`config.mk`:
```
export PLATFORM = sky130hd
export DESIGN_NAME = sign_extension_unit
export DESIGN_NICKNAME = d
export VERILOG_FILES = /design/src/rtl/sign_extension_unit.sv
export SDC_FILE = /design/constraint.sdc
export NUM_CORES = 1
export LEC_CHECK = 0
export ABC_AREA = 1
export CORE_AREA = 2 2 55 83
export CTS_CLUSTER_DIAMETER = 100
export DETAILED_ROUTE_END_ITERATION = 10
export DIE_AREA = 0 0 57 85
export HOLD_SLACK_MARGIN = 0.08
export PLACE_DENSITY = 0.84
export SYNTH_ARGS = -nofsm -noshare
export SYNTH_HDL_FRONTEND = slang
export SYNTH_SLANG_ARGS = --single-unit
export TNS_END_PERCENT = 20
```
`constraint.sdc`:
```
create_clock -name CLK -period 1.2 [get_ports CLK]
set_input_delay 0.36 -clock CLK [delete_from_list [all_inputs] [get_ports CLK]]
set_output_delay 0.36 -clock CLK [all_outputs]
set_load 0.01 [all_outputs]
```
`src/rtl/sign_extension_unit.sv`:
```
// rtl/sign_extension_unit.sv - load-data byte/halfword/word extraction with sign/zero extension; optional lane select via SIGN_EXT_LANE_EN
module sign_extension_unit #(
    parameter int DATA_W = 32
) (
    input  logic              CLK,
    input  logic              RESET,
    input  logic [DATA_W-1:0] D,
    input  logic [1:0]        dataSize,
    input  logic              E,
    input  logic              IN_VALID,
`ifdef SIGN_EXT_LANE_EN
    input  logic [1:0]        ADDR_LO,
`endif
    output logic [DATA_W-1:0] Q,
    output logic              OUT_VALID
);

    localparam logic [1:0] SIZE_BYTE = 2'b00;
    localparam logic [1:0] SIZE_HALF = 2'b01;

    logic [7:0]        byteField;
    logic [15:0]       halfField;
    logic [DATA_W-1:0] extended;

    // Select the addressed byte and halfword lanes of the memory word
    always_comb begin
        byteField = D[7:0];
        halfField = D[15:0];
`ifdef SIGN_EXT_LANE_EN
        case (ADDR_LO)
            2'd0:    byteField = D[7:0];
            2'd1:    byteField = D[15:8];
            2'd2:    byteField = D[23:16];
            default: byteField = D[31:24];
        endcase
        // Halfword accesses are aligned; the low offset bit does not matter
        halfField = ADDR_LO[1] ? D[31:16] : D[15:0];
`endif
    end

    // Widen the selected field; the sign bit is only replicated when E is set
    always_comb begin
        extended = D;
        case (dataSize)
            SIZE_BYTE: extended = {{(DATA_W-8){E & byteField[7]}}, byteField};
            SIZE_HALF: extended = {{(DATA_W-16){E & halfField[15]}}, halfField};
            default:   extended = D;
        endcase
    end

    // Output register: reset wins, Q holds between valid inputs
    always_ff @(posedge CLK) begin
        if (RESET) begin
            Q         <= '0;
            OUT_VALID <= 1'b0;
        end else begin
            OUT_VALID <= IN_VALID;
            if (IN_VALID) begin
                Q <= extended;
            end
        end
    end

endmodule

```
==> reports/metrics.cfg, run 1 <==
[synthesis]
synth_area_leader_cell=dfxtp_1
syn_avg_cell_area_um2=6.88
synth_seq_cells=33
syn-instance-count=230
yosysWarnings=0
syn_nets=268
synth.area.top_cells=dfxtp_1 42%, nand2_1 12%, nor2_1 12%
synthArstFlopShare_pct=0
seq_area_frac_synth_pct=41.8
synth-main-ff-cell=dfxtp_1
synth_edf_count=0
netlist_top_cells_count=51 x nand2_1, 49 x nor2_1, 33 x dfxtp_1
synth_most_common_cell=nand2_1
synthDistinctLibCells=16
synth.top_cell.area_share_pct=41.8
synth_area_um2=1580

[floorplanning]
num_rows=29
die_w_um=57
start_util_pct=38.2
fp.coreArea_um2=4140
io_pins=71
fp.dieArea_um2=4850
dieHeight_um=85

[route]
num_vias=1624
drt-total-wl_mm=3.95
drcViolationCount=0
wl_per_cell_um=11.4
drt-vias-per-instance=4.67
ant_nets=0
drt_pass1_iterations=4
first_iter_violations=24

[layout]
antenna_cells=0
synthToLayoutAreaGrowth_pct=45.1
drive_gt1_share_pct=26.2
fin_nets=340

[worst_setup_path]
crit_chain=clkdlybuf4s15_2
criticalPathCategory=reg -> out
endpoint_kind=output port
crit_slowest_cell=dfxtp_2
worstPathRequired_ns=0.84
critical-path-top-delay-family=flip-flops
cp.buffers_inverters=1
crit_fanout=2
critical_path_arrival_ns=0.82
critPathLaunchType=flop
cpPeakStageDelay_ns=0.33

[power_and_ir_drop]
leakagePower_nw=1.23
irDropWorstVdd_mv=0.841
powerDensity_nw_per_um2=1130

[run]
cap_violations=0

[status]
status=completed

[placed_design]
place_ws_ns=-0.407
io_buffers=70
finalWeightedCongestion=0.758
dp_hpwl_mm=2.87

[global_route]
groute.usage.overall_pct=17.4
grt_max_degree=34
antenna_found_initial=0
grt_first_pass_wirelength_mm=6.63
gr-total-overflow=0
grt_pass1_vias=1565

[sta]
fmax_mhz=846
relSlewSlack_pct=83.6
setup_viol=0
holdWs_ns=0.460
fin_crit_ns=1.18
finalMaxSlewViolations=0
hold_viol=0
finalCritPeriodShare_pct=98.5
rsz0062_at_grt=true
fin_ws_ns=0.0176
tightest_slew_ns=0.246
skew_ns=0
fin_tns_setup_ns=0

[clock_tree]
clk_latency_ns=0.28
cts_tree=built
path_clk_slew_ns=0.06
htree_num_levels=2
cts_max_path_buffers=2
numCtsBuffers=5
clock_sinks=33
clockRootBuffer=clkbuf_8

[min_path]
hold_path.class=reg -> reg

layout make-up:
class | instances | area (um2)
Clock buffer | 7 | 86.3
Fill cell | 431 | 1840
Inverter | 29 | 109
Multi-Input combinational cell | 152 | 679
Sequential cell | 33 | 683
Tap cell | 46 | 57.6
Timing Repair Buffer | 81 | 679
through the flow:
stage	power [mW]	util (%)	std cells	area [um2]
floorplan	1.52	-	230	1580
global placement	1.83	56.0	341	2320
detailed placement	1.84	56.0	341	2320
CTS	2.64	57.8	348	2390
global route	2.73	55.5	348	2290
finish	2.59	55.5	348	2290
path summary, 6_finish.rpt:
path / start / cells past startpoint / slack [ns] / end
min reg2reg: Q[5] / 2 / 0.46 / Q[5]
min: Q[5] / 2 / 0.46 / Q[5]
max reg2reg: Q[15] / 5 / 0.44 / Q[15]
max: Q[2] / 1 / 0.02 / Q[2]
power breakdown:
group | total [mW] | internal (mW) | switching, mW | leakage, nW
clock network | 0.827 | 0.455 | 0.373 | 0.0443
logic | 0.548 | 0.284 | 0.264 | 0.907
registers | 1.21 | 1.18 | 0.0345 | 0.279
total | 2.59 | 1.92 | 0.671 | 1.23
cells by family after synthesis:
group	count (synthesis)	share of synthesized area (%)
simple gates	128	34.2
compound gates	24	8.07
flops	33	41.8
buf+inv	45	16.0
per-layer routing:
metal | vias to the layer above | track usage [%] | part of all wire, %
li1 | 843 | - | -
met1 | 720 | 18.3 | 40
met2 | 52 | 32.4 | 53
met3 | 9 | 3.20 | 5.1
met4 | 0 | 8.03 | 2.6
met5 | - | 0 | 0
sequential cells by signal (all words and copies together), names as in the netlist:
register / flops
Q: 32
OUT_VALID: 1
placed cells by master, fill, tap and decap left out, types with 6 or more instances in the layout:
cell type and instances:
nor2_1 49, dfxtp_2 18, buf_2 29, nand3_1 22, clkbuf_8 6, a21oi_1 22
clkdlybuf4s50_1 34, inv_1 26, buf_4 7, dfxtp_1 15, nand2_1 50
repair_timing:
item / CTS / global route
endpoints found under the hold margin: 0 / 0
hold buffers: 0 / 0
setup buffers: 0 / 0
endpoints found under the setup margin: 60 / 42
resized for setup: 126 / 26
Power figures use the tool's default switching activity.
==> run 2, diff against run 1 <==
--- a/config.mk
+++ b/config.mk
@@ -11,7 +11,7 @@
 export DETAILED_ROUTE_END_ITERATION = 10
 export DIE_AREA = 0 0 57 85
 export HOLD_SLACK_MARGIN = 0.08
-export PLACE_DENSITY = 0.84
+export PLACE_DENSITY_LB_ADDON = 0.3
 export SYNTH_ARGS = -nofsm -noshare
 export SYNTH_HDL_FRONTEND = slang
 export SYNTH_SLANG_ARGS = --single-unit
==> run 2 against run 1 <==
  * First-iteration DRC count increased by 46%
  * Cell count rose by 0.57%
  * Worst setup slack gained 0.011 ns
  * Critical endpoint is now Q[16]
==> reports/metrics.cfg, run 2 (synthesized netlist as in run 1, its figures left out) <==
[status]
status=completed

[layout]
fin_nets=341
largest_reg_flops=32
layout_common_cells=51 x nand2_1, 49 x nor2_1, 34 x clkdlybuf4s50_1, 31 x buf_2, 26 x inv_1
top_register=Q
final_util_pct=55.5
n_fill_cell=431
layout_commonest_cell=nand2_1
reg_top3=Q (32), OUT_VALID (1)
antenna_cells=0
seqCellArea_um2=686
instances_no_fill=350
synthToLayoutAreaGrowth_pct=45.3
multiInputGateArea_um2=692
drive_gt1_share_pct=28.0
final_area_um2=2300

[floorplanning]
die_w_um=57
io_pins=71
fp.coreArea_um2=4140
num_rows=29
fp.dieArea_um2=4850
dieHeight_um=85
start_util_pct=38.2

[worst_setup_path]
crit_slowest_cell=dfxtp_2
crit_chain=clkdlybuf4s15_2
endpoint_kind=output port
crit_fanout=2
worstPathRequired_ns=0.84
criticalPathCategory=reg -> out
critical_path_arrival_ns=0.81
critPathLaunchType=flop
critical-path-top-delay-family=flip-flops
cpPeakStageDelay_ns=0.33
crit_path_start=Q[16]
timing.rr.start=Q[13]
cp.buffers_inverters=1

[clock_tree]
cts_max_path_buffers=2
ctsHoldBuffers=0
cts_tree=built
numCtsBuffers=5
clock_sinks=33
clk_latency_ns=0.28
clockRootBuffer=clkbuf_8
path_clk_slew_ns=0.07
post_cts_buffers=0
htree_num_levels=2

[route]
wl_per_cell_um=11.6
num_vias=1588
ant_nets=0
first_iter_violations=35
drt-total-wl_mm=4.06
drt-vias-per-instance=4.54
drt_pass1_iterations=4
drcViolationCount=0

[sta]
holdWs_ns=0.461
fmax_mhz=853
finalCritPeriodShare_pct=97.6
finalMaxSlewViolations=0
fin_crit_ns=1.17
fin_tns_setup_ns=0
rsz0062_at_grt=true
relSlewSlack_pct=77.9
setup_viol=0
tightest_slew_ns=0.331
fin_ws_ns=0.0283
skew_ns=0
hold_viol=0

[placed_design]
placed_area_um2=2280
io_buffers=70
dp_hpwl_mm=2.87
dp.cells=340
place_ws_ns=-0.424
finalWeightedCongestion=0.738

[power_and_ir_drop]
leakagePower_nw=1.25
powerDensity_nw_per_um2=1160
total_power_mw=2.67
irDropWorstVdd_mv=0.947

[global_route]
grt_max_degree=25
grt_first_pass_wirelength_mm=6.76
groute.usage.overall_pct=17.3
gr-total-overflow=0
antenna_found_initial=0
grt_pass1_vias=1565

[min_path]
hold_start=Q[5]
hold_path.class=reg -> reg

[run]
cap_violations=0

[run 2: cell types whose count changed in the layout (fill, tap and decap cells not counted), sizes merged]
cell / before / now
clkdlybuf4s15: 4 / 1
clkinv: 0 / 2
buf: 40 / 41
clkbuf: 7 / 8
dlygate4sd2: 3 / 2
dlymetal6s2s: 0 / 1
nand2: 53 / 54
[run 2: path summary, 6_finish.rpt]
path / to / slack (ns) / depth (start not counted)
setup / recovery: Q[16] / 0.03 / 1
hold / removal: Q[5] / 0.46 / 2
setup reg to reg: Q[13] / 0.45 / 5
hold reg to reg: Q[5] / 0.46 / 2
[run 2: where the power goes]
group / total (mW) / leakage, nW / internal (mW) / switching [mW]
registers: 1.21 / 0.280 / 1.18 / 0.0355
logic: 0.542 / 0.919 / 0.274 / 0.268
clock network: 0.911 / 0.0542 / 0.518 / 0.393
[run 2: final cells by class]
class	count	area share [%]
repair inverters	1	0.272
clock inverters	1	0.218
repair buffers	80	27.9
flip-flops and latches	33	29.8
inverters	29	4.96
multi-input cells	153	30.1
well taps	46	2.51
clock buffers	7	4.19
[run 2: repair_timing]
| item | 4_1_cts | 5_1_grt |
|---|---|---|
| setup endpoints to repair | 65 | 53 |
| gates resized for setup | 130 | 32 |
| pin swaps | 0 | 1 |
| cloned | 0 | 2 |
[run 2: metal layers]
layer / track usage (%) / vias up / wire length, um
li1: - / 844 / -
met5: 0 / - / 0
met2: 31.2 / 45 / 2080
met3: 4.88 / 5 / 225
met4: 4.44 / 0 / 40
met1: 19.7 / 694 / 1710
[run 2: tightest hold or removal path, delay by kind of cell, from the launching register on]
kind	cells	cell delay [ns]
AO/OA/AOI/OAI	1	0.05
AND/OR/NAND/NOR	1	0.06
flip-flops	1	0.31
==> run 3, diff against run 2 <==
--- a/config.mk
+++ b/config.mk
@@ -12,6 +12,7 @@
 export DIE_AREA = 0 0 57 85
 export HOLD_SLACK_MARGIN = 0.08
 export PLACE_DENSITY_LB_ADDON = 0.3
+export SLEW_MARGIN = 20
 export SYNTH_ARGS = -nofsm -noshare
 export SYNTH_HDL_FRONTEND = slang
 export SYNTH_SLANG_ARGS = --single-unit
==> results of run 3 <==
Same layout as run 2: the final DEF is identical, and so are final timing and power.
